==> src/rtl/timebase_pkg.sv <==
// Shared types and constants for the timebase generator and its tick channels.
package timebase_pkg;

  typedef enum logic {
    CH_IDLE = 1'b0,
    CH_RUN  = 1'b1
  } ch_state_t;

  localparam logic MODE_PERIODIC = 1'b0;
  localparam logic MODE_ONESHOT  = 1'b1;

  localparam int DEF_DIV_W = 30;

  // Channel index width, never narrower than one bit.
  function automatic int ch_idx_w(input int n);
    return (n > 1) ? $clog2(n) : 1;
  endfunction

endpackage

==> src/rtl/timebase_tick_channel.sv <==
// One programmable tick channel: IDLE/RUN state, wrap counter, stored divisor and mode.
module tick_channel
  import timebase_pkg::*;
#(
  parameter int               DIV_W   = DEF_DIV_W,
  // Non-zero makes the channel leave reset already running with this divisor.
  parameter logic [DIV_W-1:0] RST_DIV = '0
) (
  input  logic             clk,
  input  logic             rst,
  input  logic             en,
  input  logic             wr,
  input  logic [DIV_W-1:0] wr_div,
  input  logic             wr_mode,
  output logic             tick,
  output logic             active
);

  ch_state_t        state, state_nxt;
  logic [DIV_W-1:0] cnt, cnt_nxt;
  logic [DIV_W-1:0] div, div_nxt;
  logic             mode, mode_nxt;
  logic             tick_nxt;
  logic             term;

  assign term = (cnt == (div - DIV_W'(1)));

  always_comb begin
    state_nxt = state;
    cnt_nxt   = cnt;
    div_nxt   = div;
    mode_nxt  = mode;
    tick_nxt  = 1'b0;
    // A write overrides any terminal count on the same edge.
    if (wr) begin
      cnt_nxt = '0;
      if (wr_div != '0) begin
        div_nxt   = wr_div;
        mode_nxt  = wr_mode;
        state_nxt = CH_RUN;
      end else begin
        state_nxt = CH_IDLE;
      end
    end else if ((state == CH_RUN) && en) begin
      if (term) begin
        cnt_nxt  = '0;
        tick_nxt = 1'b1;
        if (mode == MODE_ONESHOT) begin
          state_nxt = CH_IDLE;
        end
      end else begin
        cnt_nxt = cnt + DIV_W'(1);
      end
    end
  end

  always_ff @(posedge clk) begin
    if (rst) begin
      if (RST_DIV != '0) begin
        state <= CH_RUN;
      end else begin
        state <= CH_IDLE;
      end
      cnt  <= '0;
      div  <= RST_DIV;
      mode <= MODE_PERIODIC;
      tick <= 1'b0;
    end else begin
      state <= state_nxt;
      cnt   <= cnt_nxt;
      div   <= div_nxt;
      mode  <= mode_nxt;
      tick  <= tick_nxt;
    end
  end

  assign active = (state == CH_RUN);

endmodule

==> src/rtl/timebase_gen.sv <==
// Programmable multi-channel tick generator with a fixed once-per-CLK_HZ sec_tick.
module timebase_gen
  import timebase_pkg::*;
#(
  parameter int CLK_HZ = 100_000_000,
  parameter int NUM_CH = 4,
  parameter int DIV_W  = DEF_DIV_W,
  localparam int CH_W  = ch_idx_w(NUM_CH)
) (
  input  logic              clk,
  input  logic              rst,
  input  logic              en,
  input  logic              cfg_valid,
  output logic              cfg_ready,
  input  logic [CH_W-1:0]   cfg_ch,
  input  logic [DIV_W-1:0]  cfg_div,
  input  logic              cfg_oneshot,
  output logic [NUM_CH-1:0] tick,
  output logic [NUM_CH-1:0] active,
  output logic              sec_tick
);

  if ((NUM_CH < 1) || (NUM_CH > 16)) begin : g_chk_num_ch
    $error("timebase_gen: NUM_CH must be in 1..16");
  end
  if ((DIV_W < 2) || (DIV_W > 62)) begin : g_chk_div_w
    $error("timebase_gen: DIV_W must be in 2..62");
  end
  if ((CLK_HZ < 1) || (longint'(CLK_HZ) > ((longint'(1) << DIV_W) - longint'(1)))) begin : g_chk_clk_hz
    $error("timebase_gen: CLK_HZ does not fit in DIV_W bits");
  end

  logic              accept;
  logic [NUM_CH-1:0] wr_sel;
  logic              sec_active_unused;

  assign accept = cfg_valid && cfg_ready;

  // Ready drops for exactly one cycle after each accepted write.
  always_ff @(posedge clk) begin
    if (rst) begin
      cfg_ready <= 1'b0;
    end else begin
      cfg_ready <= !accept;
    end
  end

  for (genvar gi = 0; gi < NUM_CH; gi++) begin : g_ch
    assign wr_sel[gi] = accept && (cfg_ch == CH_W'(gi));

    tick_channel #(
      .DIV_W   (DIV_W),
      .RST_DIV ('0)
    ) u_ch (
      .clk     (clk),
      .rst     (rst),
      .en      (en),
      .wr      (wr_sel[gi]),
      .wr_div  (cfg_div),
      .wr_mode (cfg_oneshot),
      .tick    (tick[gi]),
      .active  (active[gi])
    );
  end

  tick_channel #(
    .DIV_W   (DIV_W),
    .RST_DIV (DIV_W'(CLK_HZ))
  ) u_sec (
    .clk     (clk),
    .rst     (rst),
    .en      (en),
    .wr      (1'b0),
    .wr_div  ('0),
    .wr_mode (MODE_PERIODIC),
    .tick    (sec_tick),
    .active  (sec_active_unused)
  );

endmodule

==> config.mk <==
export PLATFORM = sky130hd
export DESIGN_NAME = timebase_gen
export DESIGN_NICKNAME = d
export VERILOG_FILES = /design/src/rtl/timebase_pkg.sv /design/src/rtl/timebase_tick_channel.sv /design/src/rtl/timebase_gen.sv
export SDC_FILE = /design/constraint.sdc
export NUM_CORES = 1
export LEC_CHECK = 0
export CAP_MARGIN = 20
export CELL_PAD_IN_SITES_DETAIL_PLACEMENT = 0
export CELL_PAD_IN_SITES_GLOBAL_PLACEMENT = 2
export CORE_UTILIZATION = 38
export DETAILED_ROUTE_END_ITERATION = 6
export PLACE_DENSITY = 0.89
export SYNTH_ARGS = -nofsm -noshare
export SYNTH_HDL_FRONTEND = slang
export SYNTH_SLANG_ARGS = --single-unit
==> constraint.sdc <==
create_clock -name clk -period 5.05 [get_ports clk]
set_clock_uncertainty 0.2 [all_clocks]
set_input_delay 0.7575 -clock clk [delete_from_list [all_inputs] [get_ports clk]]
set_output_delay 0.7575 -clock clk [all_outputs]
set_load 0.02 [all_outputs]
-- After elaboration in Yosys (flattened, before gate mapping)
Cells that the tools add are included.
- input bits: 37
- word-level logic and storage cells: 113
- register bits after elaboration: 284
- multiplexer cells: 27
- bitwise operators: 5
- equality and inequality tests: 8
- add/subtract/negate cells: 9
- reduce and logical (&&, ||, !) cells: 41
- operator list (operator ; number):
    30-bit by 1-bit adder with 30-bit output (second input constant) ; 5
    30-bit two-way mux ; 5
    30-bit equality test ; 4
    30-bit by 1-bit subtractor with 30-bit output (second input constant) ; 4
    30-bit by 27-bit equality test with 1-bit output (second input constant) ; 1
    30-bit nonzero test ; 1
    2-bit nonzero test ; 12
    1-bit two-way mux ; 22
    3-bit AND reduction ; 4
    3-bit OR reduction ; 4
    2-bit OR reduction ; 5
    1-bit logical AND ; 9
    2-bit AND reduction ; 4
    1-bit NOT ; 5
    2-bit equality test (second input constant) ; 2
    2-bit by 1-bit equality test with 1-bit output (second input constant) ; 1
    2-bit logical NOT ; 1
    1-bit logical NOT ; 1

-- Longest topological paths before layout
Gate-level depths: netlist (run 1).
- word-level depth: 5
- mapped depth: 14
- gate-level depth less buffers: 10

-- Cells and area by module
From an unflattened synthesis (run 1), not the netlist that was laid out.
- cell total of the unflattened synthesis: 2321
- area total of the unflattened synthesis: 19023.2 sq um
- by module, submodules not included (module ; area an instance (sq um) ; instances ; cells each):
    tick_channel (g_ch[1].u_ch ...) ; 3831.2 ; 2 ; 464
    tick_channel (g_ch[0].u_ch ...) ; 3704.8 ; 2 ; 449
    tick_channel (u_sec) ; 3881.2 ; 1 ; 488
    timebase_gen ; 70.1 ; 1 ; 7

-- Worst setup path before layout (run 1)
Ideal clock, no wire load.
- path kind: register -> register
- start point: register g_ch[0].u_ch.div[0]
- end point: register g_ch[0].u_ch.cnt[20]
- setup time: 0.132 ns
- setup slack: 1.520 ns
- buffers on the path: 3
- data arrival time: 3.198 ns
- stages on the path, launching flop included: 14
- required time: 4.718 ns
- cells stage by stage: dfxtp_1 -> inv_1 -> ha_1 -> or4b_1 -> or4_1 -> buf_2 -> nor4_1 -> xnor2_1 -> nand4_1 -> or4_4 -> nor4_4 -> buf_6 -> buf_8 -> nor3_1
- cells in the longest elaborated chain, start to end: 3
- RTL lines (what ; line ; RTL):
    from (decl) ; timebase_tick_channel.sv:21 ; logic [DIV_W-1:0] div, div_nxt;
    from (signal assigned) ; timebase_tick_channel.sv:71 ; div <= div_nxt;
    30-bit by 1-bit subtractor with 30-bit output ; timebase_tick_channel.sv:26 ; assign term = (cnt == (div - DIV_W'(1)));
    30-bit equality test ; timebase_tick_channel.sv:26 ;
    30-bit two-way mux ; timebase_tick_channel.sv:45 ; if (term) begin
    to (signal assigned) ; timebase_tick_channel.sv:70 ; cnt <= cnt_nxt;
    to (decl) ; timebase_tick_channel.sv:20 ; logic [DIV_W-1:0] cnt, cnt_nxt;
Every way passes these cells.
A chain may end at the register's enable or synchronous reset.

-- Worst setup path in the final report (run 1)
- start point: register g_ch[3].u_ch.div[0]
- end point: register g_ch[3].u_ch.cnt[7]
- cells in the longest elaborated chain, start to end: 3
- RTL lines (what ; line):
    from (decl) ; timebase_tick_channel.sv:21
    from (signal assigned) ; timebase_tick_channel.sv:71
    30-bit by 1-bit subtractor with 30-bit output ; timebase_tick_channel.sv:26
    30-bit equality test ; timebase_tick_channel.sv:26
    30-bit two-way mux ; timebase_tick_channel.sv:45
    to (signal assigned) ; timebase_tick_channel.sv:70
    to (decl) ; timebase_tick_channel.sv:20
Every way passes these cells.

==> results of run 1 <==
cell usage after synthesis (17+ instances only):
cell type / instances / area share, %
sky130_fd_sc_hd__clkbuf_1: 81 / 1.9
sky130_fd_sc_hd__xnor2_1: 127 / 6.9
sky130_fd_sc_hd__nor2b_1: 17 / 0.66
sky130_fd_sc_hd__or3_1: 25 / 0.98
sky130_fd_sc_hd__or4_1: 29 / 1.4
sky130_fd_sc_hd__inv_1: 20 / 0.47
sky130_fd_sc_hd__buf_1: 18 / 0.42
sky130_fd_sc_hd__nor2_1: 211 / 4.9
sky130_fd_sc_hd__xor2_1: 151 / 8.3
sky130_fd_sc_hd__dfxtp_1: 284 / 35
sky130_fd_sc_hd__nand2b_1: 20 / 0.78
sky130_fd_sc_hd__mux2i_1: 62 / 3.9
sky130_fd_sc_hd__nand3_1: 70 / 2.2
sky130_fd_sc_hd__and3_1: 40 / 1.6
sky130_fd_sc_hd__a21oi_1: 94 / 2.9
sky130_fd_sc_hd__nand2_1: 237 / 5.6
sky130_fd_sc_hd__nor4_1: 43 / 1.7
sky130_fd_sc_hd__nand4_1: 59 / 2.3
sky130_fd_sc_hd__nor3_1: 137 / 4.3
sky130_fd_sc_hd__o21ai_0: 27 / 0.84
metrics by stage:
| step | utilization, % | power (mW) |
|---|---|---|
| 2_1_floorplan | - | 2.75 |
| 3_3_place_gp | 40.9 | 2.95 |
| 3_5_place_dp | 40.9 | 2.95 |
| 4_1_cts | 43.8 | 5.59 |
| 5_1_grt | 44.0 | 5.75 |
| 6_report | 44.0 | 5.53 |
kinds of logic after synthesis:
family,count (synthesis)
AND/OR/NAND/NOR,985
multiplexers,65
buffers and inverters,141
adder cells (fa/ha/maj),9
flip-flops,284
AO/OA/AOI/OAI,234
XOR/XNOR,278
layout by cell type (no fill, tap or decap), types with 7 or more instances in the layout:
cell / instances
sky130_fd_sc_hd__a21o_1: 7
sky130_fd_sc_hd__o21ai_0: 27
sky130_fd_sc_hd__o211ai_1: 10
sky130_fd_sc_hd__nor3_1: 135
sky130_fd_sc_hd__clkbuf_8: 8
sky130_fd_sc_hd__a31oi_1: 9
sky130_fd_sc_hd__nor3b_1: 15
sky130_fd_sc_hd__nor2_1: 211
sky130_fd_sc_hd__and4_1: 13
sky130_fd_sc_hd__a21oi_1: 94
sky130_fd_sc_hd__clkbuf_16: 37
sky130_fd_sc_hd__xor2_1: 151
sky130_fd_sc_hd__nor2b_1: 17
sky130_fd_sc_hd__nand2_1: 235
sky130_fd_sc_hd__or2_2: 14
sky130_fd_sc_hd__buf_4: 30
sky130_fd_sc_hd__o2111ai_1: 11
sky130_fd_sc_hd__nand3_1: 70
sky130_fd_sc_hd__inv_1: 20
sky130_fd_sc_hd__dfxtp_1: 284
sky130_fd_sc_hd__nor4_1: 42
sky130_fd_sc_hd__or3_1: 25
sky130_fd_sc_hd__and3_1: 40
sky130_fd_sc_hd__nand4_1: 59
sky130_fd_sc_hd__nor4b_1: 10
sky130_fd_sc_hd__xnor2_1: 127
sky130_fd_sc_hd__or4_1: 29
sky130_fd_sc_hd__nand2b_1: 20
sky130_fd_sc_hd__and2_1: 11
sky130_fd_sc_hd__o31ai_1: 9
sky130_fd_sc_hd__ha_1: 9
sky130_fd_sc_hd__nand3b_1: 12
sky130_fd_sc_hd__clkdlybuf4s50_1: 45
sky130_fd_sc_hd__mux2i_1: 62
routing by layer:
layer  GRT usage, %  vias up
met5              0        -
met4           6.25        0
met2           34.8      259
met3           3.42       64
li1               -     7037
met1           27.8     6707
area by class of cell:
type	instances	share of cell area (%)
well taps	532	3.67
clock buffers	49	5.80
repair buffers	78	4.11
inverters	20	0.414
flip-flops and latches	284	31.4
multi-input cells	1571	53.9
clock inverters	11	0.752
state kept, by name, summed over array words and instances (netlist names):
signal	cells
cfg_ready	1
g_ch.u_ch.active	4
g_ch.u_ch.cnt	120
g_ch.u_ch.div	120
g_ch.u_ch.mode	4
g_ch.u_ch.tick	4
u_sec.cnt	30
u_sec.tick	1
worst max-delay path, stage by stage, from the launching register on:
cell,delay (ns)
sky130_fd_sc_hd__dfxtp_1,0.35
sky130_fd_sc_hd__inv_1,0.07
sky130_fd_sc_hd__ha_1,0.26
sky130_fd_sc_hd__or4b_2,0.77
sky130_fd_sc_hd__or4_1,0.54
sky130_fd_sc_hd__o21ai_1,0.25
sky130_fd_sc_hd__nand2_1,0.08
sky130_fd_sc_hd__a2111oi_0,0.43
sky130_fd_sc_hd__nand4_1,0.22
sky130_fd_sc_hd__nor4_4,0.24
sky130_fd_sc_hd__buf_4,0.33
sky130_fd_sc_hd__nor3_1,0.09
worst min-delay path by stage:
stage,startpoint,endpoint
after global routing,g_ch[0].u_ch.mode,g_ch[0].u_ch.mode
final,g_ch[0].u_ch.mode,g_ch[0].u_ch.mode
after global placement,g_ch[2].u_ch.mode,g_ch[2].u_ch.mode
after CTS,g_ch[0].u_ch.mode,g_ch[0].u_ch.mode
after detailed placement,g_ch[0].u_ch.mode,g_ch[0].u_ch.mode
after floorplan,g_ch[0].u_ch.mode,g_ch[0].u_ch.mode
power by group through the flow:
| stage | Combinational (mW) | Clock, mW | Sequential (mW) |
|---|---|---|---|
| 6_report | 0.611 | 2.61 | 2.30 |
| 3_3_place_gp | 0.592 | 0 | 2.35 |
| 3_5_place_dp | 0.595 | 0 | 2.35 |
| 4_1_cts | 0.599 | 2.68 | 2.30 |
| 5_1_grt | 0.668 | 2.77 | 2.31 |
| 2_1_floorplan | 0.417 | 0 | 2.34 |
==> reports/metrics.cfg, run 1 <==
[outcome]
outcome=complete, no violations

[final_layout]
multi_input_comb_area_um2=9770
insertedDiodeCount=0
post-route-cell-area_um2=18100
stdcell_count=2545
final_layout_size_suffix_gt1_share_pct=6.26
regArea_um2=5690
finalNetCount=2036
fillers=4121
areaGrowthSynthToFinish_pct=13.1

[route]
route.met2.wl_um=20900
totalWireLength_um=45200
topRoutingLayerUsed=met4
post-route-drc-count=0
route.detailed.wl_per_inst_um=17.8
met1_length_um=21000
route.detailed.vias_per_inst=5.53
route.antenna.remaining_nets=0
detailroute.wirelength.met3_um=2230
drt_pass1_iterations=7
drt_iter0_drc=758
via_count=14067

[yosys]
syn_inst=1996
asyncSetResetFlopFracSynth_pct=0
synth_top_family_by_area=simple AND/OR/NAND/NOR gates
synth.distinct_cells=76
synth-xor-area-share_pct=15.2
synthesis.nets=2042
synth_enable_flop_cells=0
synth_compound_area_share_pct=9.53
synthMuxAreaShare_pct=4.08
synthFlopType=sky130_fd_sc_hd__dfxtp_1
synth-adder-area-share_pct=0.703
seq_cells_post_synth=284
synth.yosys.warnings=0
synth.avg_cell_area_um2=8.03
simple_gate_area_share_of_the_yosys_netlist_pct=31.2
mapped_cell_area_um2=16000
seq_area_frac_synth_pct=35.5

[timing]
worst-slew-pin-transition_ns=1.06
layout_setup_ws_ns=1.06
hold_viol=0
timing.final.crit_share_pct=79.0
rsz_0062_raised_after_global_routing=false
hold-worst-slack_ns=0.255
finalSetupViolCount=0
fmax_mhz=251
period_needed_ns=3.99
totalNegativeSetupSlack_ns=0
timing.final.max_slew_violations=0
max-slew-margin-rel_pct=29.3

[pwr]
net-switching-power_mw=1.42
p_int_mw=4.11
p_leak_nw=7.00
p_seq_share_pct=41.7
max-vdd-ir-drop_mv=0.230
comb_power_share_pct=11.0
netSwitchingFraction_pct=25.6
power.clock.fraction_pct=47.3
cellPowerDensity_nw_per_um2=305

[critical_path]
worstSetupPathType=reg2reg
r2r.worst_path.cells=11
start_kind=flip-flop
worstSetupEndpointType=flip-flop
path_max_fanout=29
timing.critical_path.to=g_ch[3].u_ch.cnt[7]
critPathLaunch=g_ch[3].u_ch.div[0]
timing.critical_path.required_ns=5.26
critPathArrivalTime_ns=4.20
regToRegEndpoint=g_ch[3].u_ch.cnt[7]
r2r_start=g_ch[3].u_ch.div[0]
worst-r2r-setup-slack_ns=1.06

[clock_network]
cts.reportedPaths.clkPinSlew_ns=0.07
cts_made_buffers=35
cts_htree_levels=2
cts_root_cell=sky130_fd_sc_hd__clkbuf_16
cts-root-to-sink-buffers=3
cts_repair_resize_count=0
tritoncts=done
post-cts-setup-buffer-count=0
numClockSinks=284
hold_buffers=0
clock_insertion_delay_worst_skew_ns=0.55

[placed_design]
globalplace.congestion=0.873
numPlacedInstances=2482
instance_area_after_placement_um2=16900
port_buffers=46
dp_hpwl_um=32600
preCtsSetupSlack_ns=1.10

[global_route]
initial_antenna_violation_count=0
global_route.overflow_total=0
grt_pass1_vias=13381
largest_net_degree_at_the_start_of_global_routing=53
grt_first_pass_wirelength_um=73000
grtUsageTotal_pct=20.9

[die]
die_extent_in_x_um=207
top_level_ports=47
placement_rows=74
chipHeight_um=207
floorplan.initialDensity_pct=38.9
die-area_um2=43000
core_region_area_um2=41200

[min_path]
hold-path-cell-count=2
hold_path.class=reg2reg

[run]
max_cap_viols=0

Power figures use the tool's default switching activity.
==> inputs of run 2 (changes only) <==
==> constraint.sdc (replaced) <==
create_clock -name clk -period 3.9 [get_ports clk]
set_clock_uncertainty 0.2 [all_clocks]
set_input_delay 0.585 -clock clk [delete_from_list [all_inputs] [get_ports clk]]
set_output_delay 0.585 -clock clk [all_outputs]
set_load 0.02 [all_outputs]
==> run 2 against run 1 <==
Effect of this change: count of clock-buffer cells in the layout is the same; first-iteration DRC count grew 29%; wire length grew 1.8%; die area stayed put; critical endpoint is now g_ch[3].u_ch.cnt[8].
==> reports/metrics.cfg, run 2 (synthesis gave the netlist of run 1 again) <==
[critical_path]
worstSetupPathType=reg2reg
crit_chain=or4_1 -> or3_1 -> nor4_1 -> mux2_2 -> nor2b_1 -> nand4_1 -> nor4_4 -> buf_12 -> nor3b_1
cpMaxStageDelayCell=sky130_fd_sc_hd__or4_1
worstSetupEndpointType=flip-flop
r2r.worst_path.cells=9  ; -2
timing.critical_path.slowest_cell_delay_ns=0.69  ; -0.08 ns
timing.critical_path.required_ns=4.10  ; -1.16 ns
critPathArrivalTime_ns=3.92  ; -0.28 ns
path_max_fanout=29  ; unchanged
r2r_start=g_ch[3].u_ch.div[5]
critPathLaunch=g_ch[3].u_ch.div[5]
start_kind=flip-flop

[final_layout]
registers_with_the_most_flip_flops=g_ch.u_ch.cnt (120), g_ch.u_ch.div (120), u_sec.cnt (30)
insertedDiodeCount=0  ; unchanged
most_common_cell_after_layout_fill_and_taps_aside=sky130_fd_sc_hd__dfxtp_1
final_layout_size_suffix_gt1_share_pct=7.40  ; +1.1 points
mostFrequentLayoutCells=sky130_fd_sc_hd__dfxtp_1, sky130_fd_sc_hd__nand2_1, sky130_fd_sc_hd__nor2_1
areaGrowthSynthToFinish_pct=14.7
finalNetCount=2068  ; +1.6%

[route]
route.antenna.remaining_nets=0  ; unchanged
post-route-drc-count=0  ; unchanged
via_count=14221  ; +1.1%
drt_iter0_drc=976  ; +29%
route.detailed.wl_per_inst_um=17.9  ; +0.72%
totalWireLength_um=46000  ; +1.8%
drt_pass1_iterations=5  ; -2
route.detailed.vias_per_inst=5.53  ; about the same

[clock_network]
cts_made_buffers=34  ; -2.9%
tritoncts=done
cts-root-to-sink-buffers=3  ; unchanged
numClockSinks=284  ; unchanged
cts_repair_resize_count=0  ; unchanged
post-cts-setup-buffer-count=0  ; unchanged
clock_insertion_delay_worst_skew_ns=0.55  ; about the same
cts_root_cell=sky130_fd_sc_hd__clkbuf_16
cts.reportedPaths.clkPinSlew_ns=0.05  ; -0.02 ns
hold_buffers=0  ; unchanged
cts_htree_levels=2  ; unchanged

[die]
top_level_ports=47  ; unchanged
die-area_um2=43000  ; unchanged
chipHeight_um=207  ; unchanged
die_extent_in_x_um=207  ; unchanged
placement_rows=74  ; unchanged
floorplan.initialDensity_pct=38.9  ; unchanged
core_region_area_um2=41200  ; unchanged

[placed_design]
port_buffers=46  ; unchanged
dp_hpwl_um=33700  ; +3.3%
globalplace.congestion=0.901  ; +3.3%

[global_route]
grtUsageTotal_pct=21.3  ; +0.34 points
grt_first_pass_wirelength_um=73500  ; +0.62%
initial_antenna_violation_count=0  ; unchanged
largest_net_degree_at_the_start_of_global_routing=71  ; +34%
global_route.overflow_total=0  ; unchanged
grt_pass1_vias=13444  ; +0.47%

[timing]
timing.final.crit_share_pct=95.2  ; +16 points
period_needed_ns=3.71  ; -0.273 ns
totalNegativeSetupSlack_ns=0  ; unchanged
worst-slew-pin-transition_ns=1.02  ; -0.0370 ns
fmax_mhz=269  ; +7.4%
rsz_0062_raised_after_global_routing=false
finalSetupViolCount=0  ; unchanged
timing.final.max_slew_violations=0  ; unchanged
max-slew-margin-rel_pct=31.8  ; +2.5 points
hold_viol=0  ; unchanged

[pwr]
cellPowerDensity_nw_per_um2=384  ; +26%
p_leak_nw=7.15  ; +2.2%
p_total_mw=7.06  ; +28%
max-vdd-ir-drop_mv=0.384  ; +67%

[run]
max_cap_viols=0  ; unchanged

[min_path]
hp-start=rst
hold-path-cell-count=2  ; unchanged
hold_path.class=in2reg

[outcome]
outcome=complete, no violations

run 2: changes by cell type in the layout (fill, tap and decap cells not counted), moves of 2 or more:
cell,change
sky130_fd_sc_hd__clkbuf_8,-3
sky130_fd_sc_hd__buf_4,+27
sky130_fd_sc_hd__buf_12,+9
sky130_fd_sc_hd__clkbuf_1,+3
sky130_fd_sc_hd__clkinv_2,-4
sky130_fd_sc_hd__buf_16,-2
run 2: final timing paths:
kind	slack, ns	endpoint
max reg2reg	0.19	g_ch[3].u_ch.cnt[8]
min reg2reg	0.26	g_ch[2].u_ch.mode
min	0.26	g_ch[3].u_ch.div[25]
max	0.19	g_ch[3].u_ch.cnt[8]
run 2: layout make-up:
| cell class | instances | area [um^2] |
|---|---|---|
| Fill cell | 4146 | 22800 |
| Multi-Input combinational cell | 1571 | 9770 |
| Sequential cell | 284 | 5690 |
| Timing Repair Buffer | 111 | 1060 |
| Clock buffer | 49 | 1020 |
| Tap cell | 532 | 666 |
| Clock inverter | 5 | 100 |
| Inverter | 20 | 75.1 |
run 2: report_power, final:
part / internal (mW) / switching [mW] / total, mW / leakage (nW)
clock: 2.00 / 1.26 / 3.26 / 0.550
sequential: 2.93 / 0.0465 / 2.98 / 2.29
combinational: 0.336 / 0.483 / 0.819 / 4.31
run 2: worst max-delay path, delay by kind of cell (launching register included):
family                 cells  cell delay, ns
buffers and inverters      1            0.23
flip-flops                 1            0.36
multiplexers               1            0.41
AND/OR/NAND/NOR            7            2.37
run 2: stage by stage:
step                setup WS, ns  cells  hold slack [ns]  util (%)  instance area (um^2)
CTS                        0.198   2572            0.247      44.6                 18400
finish                     0.186   2572            0.263      44.6                 18400
detailed placement         0.217   2518            0.255      41.9                 17300
global route             0.00359   2572            0.274      44.6                 18400
global placement           0.258   2518            0.245      41.9                 17300
floorplan                  0.370   1996            0.236         -                 16000
run 2: per-layer routing:
| metal | global-route usage (%) | share of wire (%) | up-vias |
|---|---|---|---|
| li1 | - | - | 7099 |
| met1 | 28.3 | 47 | 6732 |
| met2 | 34.5 | 45 | 318 |
| met3 | 3.83 | 5.1 | 72 |
| met4 | 7.28 | 2.5 | 0 |
| met5 | 0 | 0 | - |
